$ cat src/rtl/pipeline_hazard_controller_pkg.sv
// Shared definitions for the pipeline hazard controller: FSM state encoding
// and the default register-address width.
package pipeline_hazard_controller_pkg;

    localparam int REG_ADDR_W_DEFAULT = 5;

    typedef enum logic [1:0] {
        RUN        = 2'd0,
        LOAD_STALL = 2'd1,
        MEM_WAIT   = 2'd2
    } state_t;

endpackage

$ cat src/rtl/pipeline_hazard_controller_sat_counter.sv
// Saturating up-counter with synchronous clear; clear beats increment.
module sat_counter #(
    parameter int CNT_W = 16
) (
    input  logic             clk,
    input  logic             reset,
    input  logic             inc,
    input  logic             clr,
    output logic [CNT_W-1:0] count
);

    always_ff @(posedge clk or negedge reset) begin
        if (!reset) begin
            count <= '0;
        end else if (clr) begin
            count <= '0;
        end else if (inc && (count != '1)) begin
            count <= count + CNT_W'(1);
        end
    end

endmodule

$ cat src/rtl/pipeline_hazard_controller.sv
// Stall/flush sequencer for the 5-stage pipeline: load-use bubbles, EX-resolved
// redirects, data-memory waits, plus stall/flush performance counters.
module pipeline_hazard_controller
    import pipeline_hazard_controller_pkg::*;
#(
    parameter int REG_ADDR_W   = REG_ADDR_W_DEFAULT,
    parameter int LOAD_BUBBLES = 1,
    parameter int CNT_W        = 16
) (
    input  logic                  clk,
    input  logic                  reset,
    input  logic [REG_ADDR_W-1:0] id_rs_i,
    input  logic [REG_ADDR_W-1:0] id_rt_i,
    input  logic                  id_uses_rs_i,
    input  logic                  id_uses_rt_i,
    input  logic                  idex_mem_read_i,
    input  logic [REG_ADDR_W-1:0] idex_write_register_i,
    input  logic                  ex_branch_taken_i,
    input  logic                  ex_jmp_i,
    input  logic                  mem_busy_i,
    input  logic                  clear_counters_i,
    output logic                  pc_enable_o,
    output logic                  ifid_enable_o,
    output logic                  ifid_flush_o,
    output logic                  idex_enable_o,
    output logic                  idex_flush_o,
    output logic                  exmem_enable_o,
    output logic                  pc_redirect_o,
    output logic [1:0]            state_o,
    output logic [CNT_W-1:0]      stall_count_o,
    output logic [CNT_W-1:0]      flush_count_o
);

    localparam logic [2:0] BUBBLE_LOAD = 3'(LOAD_BUBBLES - 1);

    state_t     state, state_next;
    logic [2:0] bcnt, bcnt_next;
    logic       hz, rd, take_stall, take_run;
    logic       pc_en, ifid_en, ifid_fl, idex_en, idex_fl, exmem_en, redirect;

    assign hz = idex_mem_read_i && (idex_write_register_i != '0) &&
                ((id_uses_rs_i && (id_rs_i == idex_write_register_i)) ||
                 (id_uses_rt_i && (id_rt_i == idex_write_register_i)));
    assign rd = ex_branch_taken_i || ex_jmp_i;

    // A wait that interrupted a bubble sequence resumes the bubbles on exit
    assign take_stall = (state == LOAD_STALL) || ((state == MEM_WAIT) && (bcnt != 3'd0));
    assign take_run   = (state == RUN)        || ((state == MEM_WAIT) && (bcnt == 3'd0));

    always_comb begin
        state_next = state;
        bcnt_next  = bcnt;
        pc_en      = 1'b1;
        ifid_en    = 1'b1;
        ifid_fl    = 1'b0;
        idex_en    = 1'b1;
        idex_fl    = 1'b0;
        exmem_en   = 1'b1;
        redirect   = 1'b0;
        if (mem_busy_i) begin
            pc_en      = 1'b0;
            ifid_en    = 1'b0;
            idex_en    = 1'b0;
            exmem_en   = 1'b0;
            state_next = MEM_WAIT;
        end else if (take_stall) begin
            pc_en      = 1'b0;
            ifid_en    = 1'b0;
            idex_fl    = 1'b1;
            bcnt_next  = (bcnt == 3'd0) ? 3'd0 : bcnt - 3'd1;
            state_next = (bcnt <= 3'd1) ? RUN : LOAD_STALL;
        end else if (take_run && rd) begin
            ifid_fl    = 1'b1;
            idex_fl    = 1'b1;
            redirect   = 1'b1;
            state_next = RUN;
        end else if (take_run && hz) begin
            pc_en      = 1'b0;
            ifid_en    = 1'b0;
            idex_fl    = 1'b1;
            bcnt_next  = BUBBLE_LOAD;
            state_next = (LOAD_BUBBLES > 1) ? LOAD_STALL : RUN;
        end else begin
            state_next = RUN;
        end
    end

    always_ff @(posedge clk or negedge reset) begin
        if (!reset) begin
            state <= RUN;
            bcnt  <= 3'd0;
        end else begin
            state <= state_next;
            bcnt  <= bcnt_next;
        end
    end

    // Reset forces every control low combinationally, not just at the next edge
    assign pc_enable_o    = reset & pc_en;
    assign ifid_enable_o  = reset & ifid_en;
    assign ifid_flush_o   = reset & ifid_fl;
    assign idex_enable_o  = reset & idex_en;
    assign idex_flush_o   = reset & idex_fl;
    assign exmem_enable_o = reset & exmem_en;
    assign pc_redirect_o  = reset & redirect;
    assign state_o        = state;

    sat_counter #(.CNT_W(CNT_W)) u_stall_cnt (
        .clk   (clk),
        .reset (reset),
        .inc   (~pc_enable_o),
        .clr   (clear_counters_i),
        .count (stall_count_o)
    );

    sat_counter #(.CNT_W(CNT_W)) u_flush_cnt (
        .clk   (clk),
        .reset (reset),
        .inc   (pc_redirect_o),
        .clr   (clear_counters_i),
        .count (flush_count_o)
    );

endmodule

$ cat config.mk
export PLATFORM = sky130hd
export DESIGN_NAME = pipeline_hazard_controller
export DESIGN_NICKNAME = d
export VERILOG_FILES = /design/src/rtl/pipeline_hazard_controller_pkg.sv /design/src/rtl/pipeline_hazard_controller_sat_counter.sv /design/src/rtl/pipeline_hazard_controller.sv
export SDC_FILE = /design/constraint.sdc
export NUM_CORES = 1
export LEC_CHECK = 0
export CAP_MARGIN = 10
export CORE_MARGIN = 5
export CORE_UTILIZATION = 51
export DETAILED_ROUTE_END_ITERATION = 10
export GPL_TIMING_DRIVEN = 0
export PLACE_DENSITY = 0.86
export SKIP_LAST_GASP = 1
export SLEW_MARGIN = 25
export SYNTH_ARGS = -nofsm -noshare
export SYNTH_HDL_FRONTEND = slang
export SYNTH_SLANG_ARGS = --single-unit
$ cat constraint.sdc
create_clock -name clk -period 5.4 [get_ports clk]
set_input_delay 1.08 -clock clk [delete_from_list [all_inputs] [get_ports clk]]
set_output_delay 1.08 -clock clk [all_outputs]
set_load 0.005 [all_outputs]
# After elaboration in Yosys (flattened, before gate mapping)
# Index checks and enable logic that the tools add are counted.
[op_classes]
muxes = 23
eq_ne = 7
order_cmp = 1
n_reduce_logical = 22
bitwise_logic = 6
add_sub_neg = 3
[op_table]
columns = ["op", "count"]
rows = [
  ["$mux 16", 4],
  ["$add 16x1->16 const B", 2],
  ["$ne 16x16->1 const B", 2],
  ["$mux 1", 14],
  ["$mux 3", 4],
  ["$eq 5x5->1", 2],
  ["$logic_and 1x1->1", 10],
  ["$reduce_bool 2->1", 3],
  ["$reduce_bool 5->1", 1],
  ["$and 1x1->1", 4],
  ["$logic_or 1x1->1", 4],
  ["$le 3x1->1 const B", 1],
  ["$logic_not 3->1", 1],
  ["$reduce_and 3->1", 1],
  ["$reduce_bool 3->1", 1],
  ["$sub 3x1->3 const B", 1],
  ["$eq 2x1->1 const B", 1],
  ["$eq 2x2->1 const B", 1],
  ["$logic_not 2->1", 1],
  ["$mux 2", 1],
  ["$ne 2x2->1 const B", 1],
  ["$not 1->1", 2],
]
[word_totals]
input_bits = 24
regBits = 37

# Longest topological paths before layout
# Gate-level depths: netlist of run 1.
[depth]
depth_word = 14
ltp_mapped = 8
mapped_depth_nobuf = 7

# Cells and area by module
# From an unflattened synthesis of run 1, not the netlist that was laid out.
[unflattened]
cells_unflattened = 253
area_unflattened_um2 = 2391.0
[by_module_without_submodules]
columns = ["module", "instances", "cells_each", "area_per_inst_um2"]
rows = [
  ["sat_counter", 2, 98, 942.2],
  ["pipeline_hazard_controller", 1, 57, 506.7],
]

# Worst setup path before layout of run 1
# Ideal clock, no wire load.
[synth_path]
path_type = "in2out"
startpoint = "input port reset"
endpoint = "output port pc_enable_o"
path_buffers = 3
required_time_ps = 4320
slack_ps = 2012
arrival_time_ps = 2308
cell_stages = 7
path_cell_list = "or2b_2 inv_1 nand2_1 a21oi_2 buf_2 buf_2 buf_4"
[synth_via]
elab_chain_cells = 1
[synth_rtl]
columns = ["item", "line_no", "rtl"]
rows = [
  ["start, declared", "pipeline_hazard_controller.sv:11", "input logic reset,"],
  ["$and 1x1->1", "-", ""],
  ["end, declared", "pipeline_hazard_controller.sv:22", "output logic pc_enable_o,"],
]
# No other way between the ends.

# Worst setup path after layout of run 1
[layout_path]
startpoint = "input port reset"
endpoint = "output port pc_enable_o"
[layout_via]
elab_chain_cells = 1
[layout_rtl]
columns = ["item", "line_no", "rtl"]
rows = [
  ["$and 1x1->1", "pipeline_hazard_controller.sv:99", "assign pc_enable_o = reset & pc_en;"],
]
# No other way between the ends.

==> results of run 1 <==
## sequential cells by signal, summed over array words and instances (netlist names)
register and flops:
bcnt 3, state_o 2, u_flush_cnt.count 16, u_stall_cnt.count 16
## worst min-delay path by stage
stage,start,to,slack [ns],cells after the start
3_5_place_dp,bcnt[1],bcnt[1],0.53,1
6_report,bcnt[1],bcnt[1],0.54,1
2_1_floorplan,bcnt[1],bcnt[1],0.49,1
5_1_grt,bcnt[1],bcnt[1],0.58,1
3_3_place_gp,bcnt[1],bcnt[1],0.52,1
4_1_cts,bcnt[1],bcnt[1],0.54,1
## metrics by stage
step / util (%) / std cells / setup TNS [ns] / hold WS (ns)
6_report: 72.83 / 356 / 0 / 0.5395
5_1_grt: 72.83 / 356 / 0 / 0.5822
4_1_cts: 72.83 / 356 / 0 / 0.5398
3_5_place_dp: 70.71 / 348 / 0 / 0.5328
3_3_place_gp: 70.15 / 347 / -0.9755 / 0.5205
2_1_floorplan: - / 234 / 0 / 0.4948
## cells in the mapped netlist, types with 3 or more instances
cell	n
nor4_1	3
inv_1	6
o21ai_0	5
a21oi_1	14
nand4_1	11
mux2_2	6
dfrtp_1	37
xor2_1	11
nor2b_1	8
or3_1	4
nand2_1	18
nand3_1	11
xnor2_1	13
or4_1	8
buf_4	3
nor3_1	4
and4_1	3
nor2_1	30
clkbuf_1	6
o31ai_1	6
## cell families after synthesis
family	Yosys count	synth area share (%)
buffers and inverters	18	4.125
adder cells (fa/ha/maj)	2	1.162
flip-flops	37	43.00
AO/OA/AOI/OAI	35	10.69
multiplexers	7	3.602
XOR/XNOR	24	9.762
AND/OR/NAND/NOR	111	27.66
## area by class of cell
class | instances | area (sq um)
plain buffers | 12 | 66.31
clock buffers | 5 | 68.82
clock inverters | 3 | 17.52
fillers | 318 | 1102
inverters | 6 | 22.52
multi-input cells | 179 | 1139
flip-flops and latches | 37 | 925.9
well taps | 50 | 62.56
repair buffers | 64 | 653.1
## critical path, cell delays in order
cell             delay (ns)
buf_2                  0.37
buf_16                 0.22
or2b_2                 0.32
inv_1                  0.12
nand2_1                0.08
a21oi_2                0.32
buf_2                  0.29
buf_2                  0.27
buf_4                  0.14
clkdlybuf4s50_1        0.48
## per-layer routing
layer / up-vias / global-route usage (%) / share of wire [%]
met2: 60 / 34.62 / 49
met5: - / 0 / 0
li1: 974 / - / -
met4: 0 / 5.534 / 0.71
met3: 4 / 5.607 / 8.2
met1: 966 / 24.68 / 42
## power groups by stage
stage | registers (mW) | logic [mW] | clock network (mW)
after global placement | 0.291 | 0.0791 | 0
after floorplan | 0.291 | 0.0361 | 0
after CTS | 0.286 | 0.0836 | 0.194
after detailed placement | 0.292 | 0.0832 | 0
after global routing | 0.287 | 0.0913 | 0.207
final | 0.286 | 0.0822 | 0.189
==> key figures, run 1 <==
Timing
  – Final min period: 4.780 ns
  – Final Hold Viols: 0
  – Period utilization: 88.51%
  – Unrepaired setup endpoints after global routing: false
  – Worst Setup Slack, final: around 0.62 ns
  – Clk_skew: 0.005615 ns
  – Slew Limit Fails: 0
  – Slew HR: 66.82%
  – Worst Tran Pin Value: 0.4978 ns
  – Final setup vio count: 0
  – Max frequency: 0.2092 GHz

Global route
  – First-pass GRT wire length: 8.728 mm
  – Initial antenna violation count: 0
  – Overflow left after global routing: 0
  – GRT Total Usage: about 20%
  – Largest net degree at the start of global routing: 22
  – Number of global-route vias before repair: 1923

Floorplan
  – Die H: around 75 microns
  – Die X-Extent: 74.98 microns
  – Rows: 23
  – Initial Utilization: 53.07%
  – # IOs: between 60 and 70
  – Core region area: 0.004058 sq mm
  – Die area: between 0.005 and 0.006 sq mm

Clock tree
  – Skew-Pair Late Insertion Delay: 0.29 ns
  – Clk slew on worst S/H paths: ~0.080 ns
  – Htree depth: 2
  – Number of buffers created by CTS: 5
  – Setup Buffers After CTS: 0
  – CTS tree: yes
  – Sink Count: 37
  – CTS root buf: clkbuf_8
  – Hold buffers post-CTS: 0
  – CTS max path bufs: 2
  – PostCTS Resize Cnt: 0

Worst setup path
  – CP Max Fanout: 21
  – CP endpoint kind: primary output
  – Critical Path Source: reset
  – WP data required: about 4.3 ns
  – Worst R2R Path Depth: 7
  – R2R Setup Slk: 2.94 ns
  – Reg-to-Reg Start: bcnt[1]
  – WS Path Type: input port to primary output
  – Worst Path Arrival: 3.70 ns
  – Setup crit start kind: input port
  – RR Endpoint: u_stall_cnt.count[6]
  – Crit path to: pc_enable_o

Cells and area
  – Area Overhead vs Synth: 37.25%
  – Layout cell share with drive strength beyond 1: between 9 and 10%
  – Commonest non-fill, non-tap cells in the layout: clkdlybuf4s50_1 (62), dfrtp_1 (37), nor2_1 (30)
  – Most common cell after layout, fill and taps aside: clkdlybuf4s50_1
  – ANT cells: 0
  – Final layout net count: ~330
  – Design Area, Final: just under 0.003 sq mm

Placement
  – Final HPWL DP: slightly above 4 mm
  – IO buf count: 63
  – Placed Area: 0.002869 sq mm
  – GPL Wtd Cong: 0.8246
  – Setup slack at placement: 0.5913 ns

Yosys
  – Part of the Yosys area used for sequential elements: 43.00%
  – Syn_area_per_cell: approximately 9.2 sq um
  – Post-synth top area cell: dfrtp_1
  – Main area contributors after synthesis: dfrtp_1 (43%), xnor2_1 (5.3%), nor2_1 (5.2%)
  – Post-synthesis cell count: 234
  – Register bit total from synthesis: 37
  – Mapped Area: approximately 0.0022 sq mm
  – Top cell type's share of synthesized area: a little over two fifths
  – Syn_nets: between 200 and 300
  – Post-synth EDFFs: 0
  – Netlist cell types: 42
  – FFs w/ async S/R, synth: 100.0%
  – Main synth FF type: dfrtp_1
  – Synth Warn #: 0

Power and ir drop
  – Switching share of total power: approximately a quarter
  – Sequential Power Share: 51.3%
  – Worst vdd ir: 0.2041 mV
  – Static leakage: 1.174 nW
  – P_sw: 142.4 uW
  – Combinational share of power: between 10 and 15%
  – Power per cell area: 188.8 mW/mm^2
  – Tot Pwr: 557.9 uW
  – Total internal power: 415.4 uW
  – Clk network pwr share: about a third

Worst hold path
  – Worst Hold Class: flip-flop to flip-flop

Flow run
  – Max_cap viols: 0

Drt
  – Via Count: 2004
  – Iter 0 DRT Violations: 77
  – Detailed Route WL: between 5 and 6 mm
  – Via-per-instance ratio: 5.629
  – WL per Instance: 15.01 microns
  – DRT Pass-1 Iters: 4
  – DRC Markers: 0
  – Routed Antenna Nets: 0

Status
  – Outcome: completed
Note: power is estimated with default switching activity, not from simulation.
==> inputs of run 2 (changes only) <==
TNS_END_PERCENT = 10   (was not set)
==> results of run 2 <==
Final layout, timing and power as in run 1 (identical DEF).
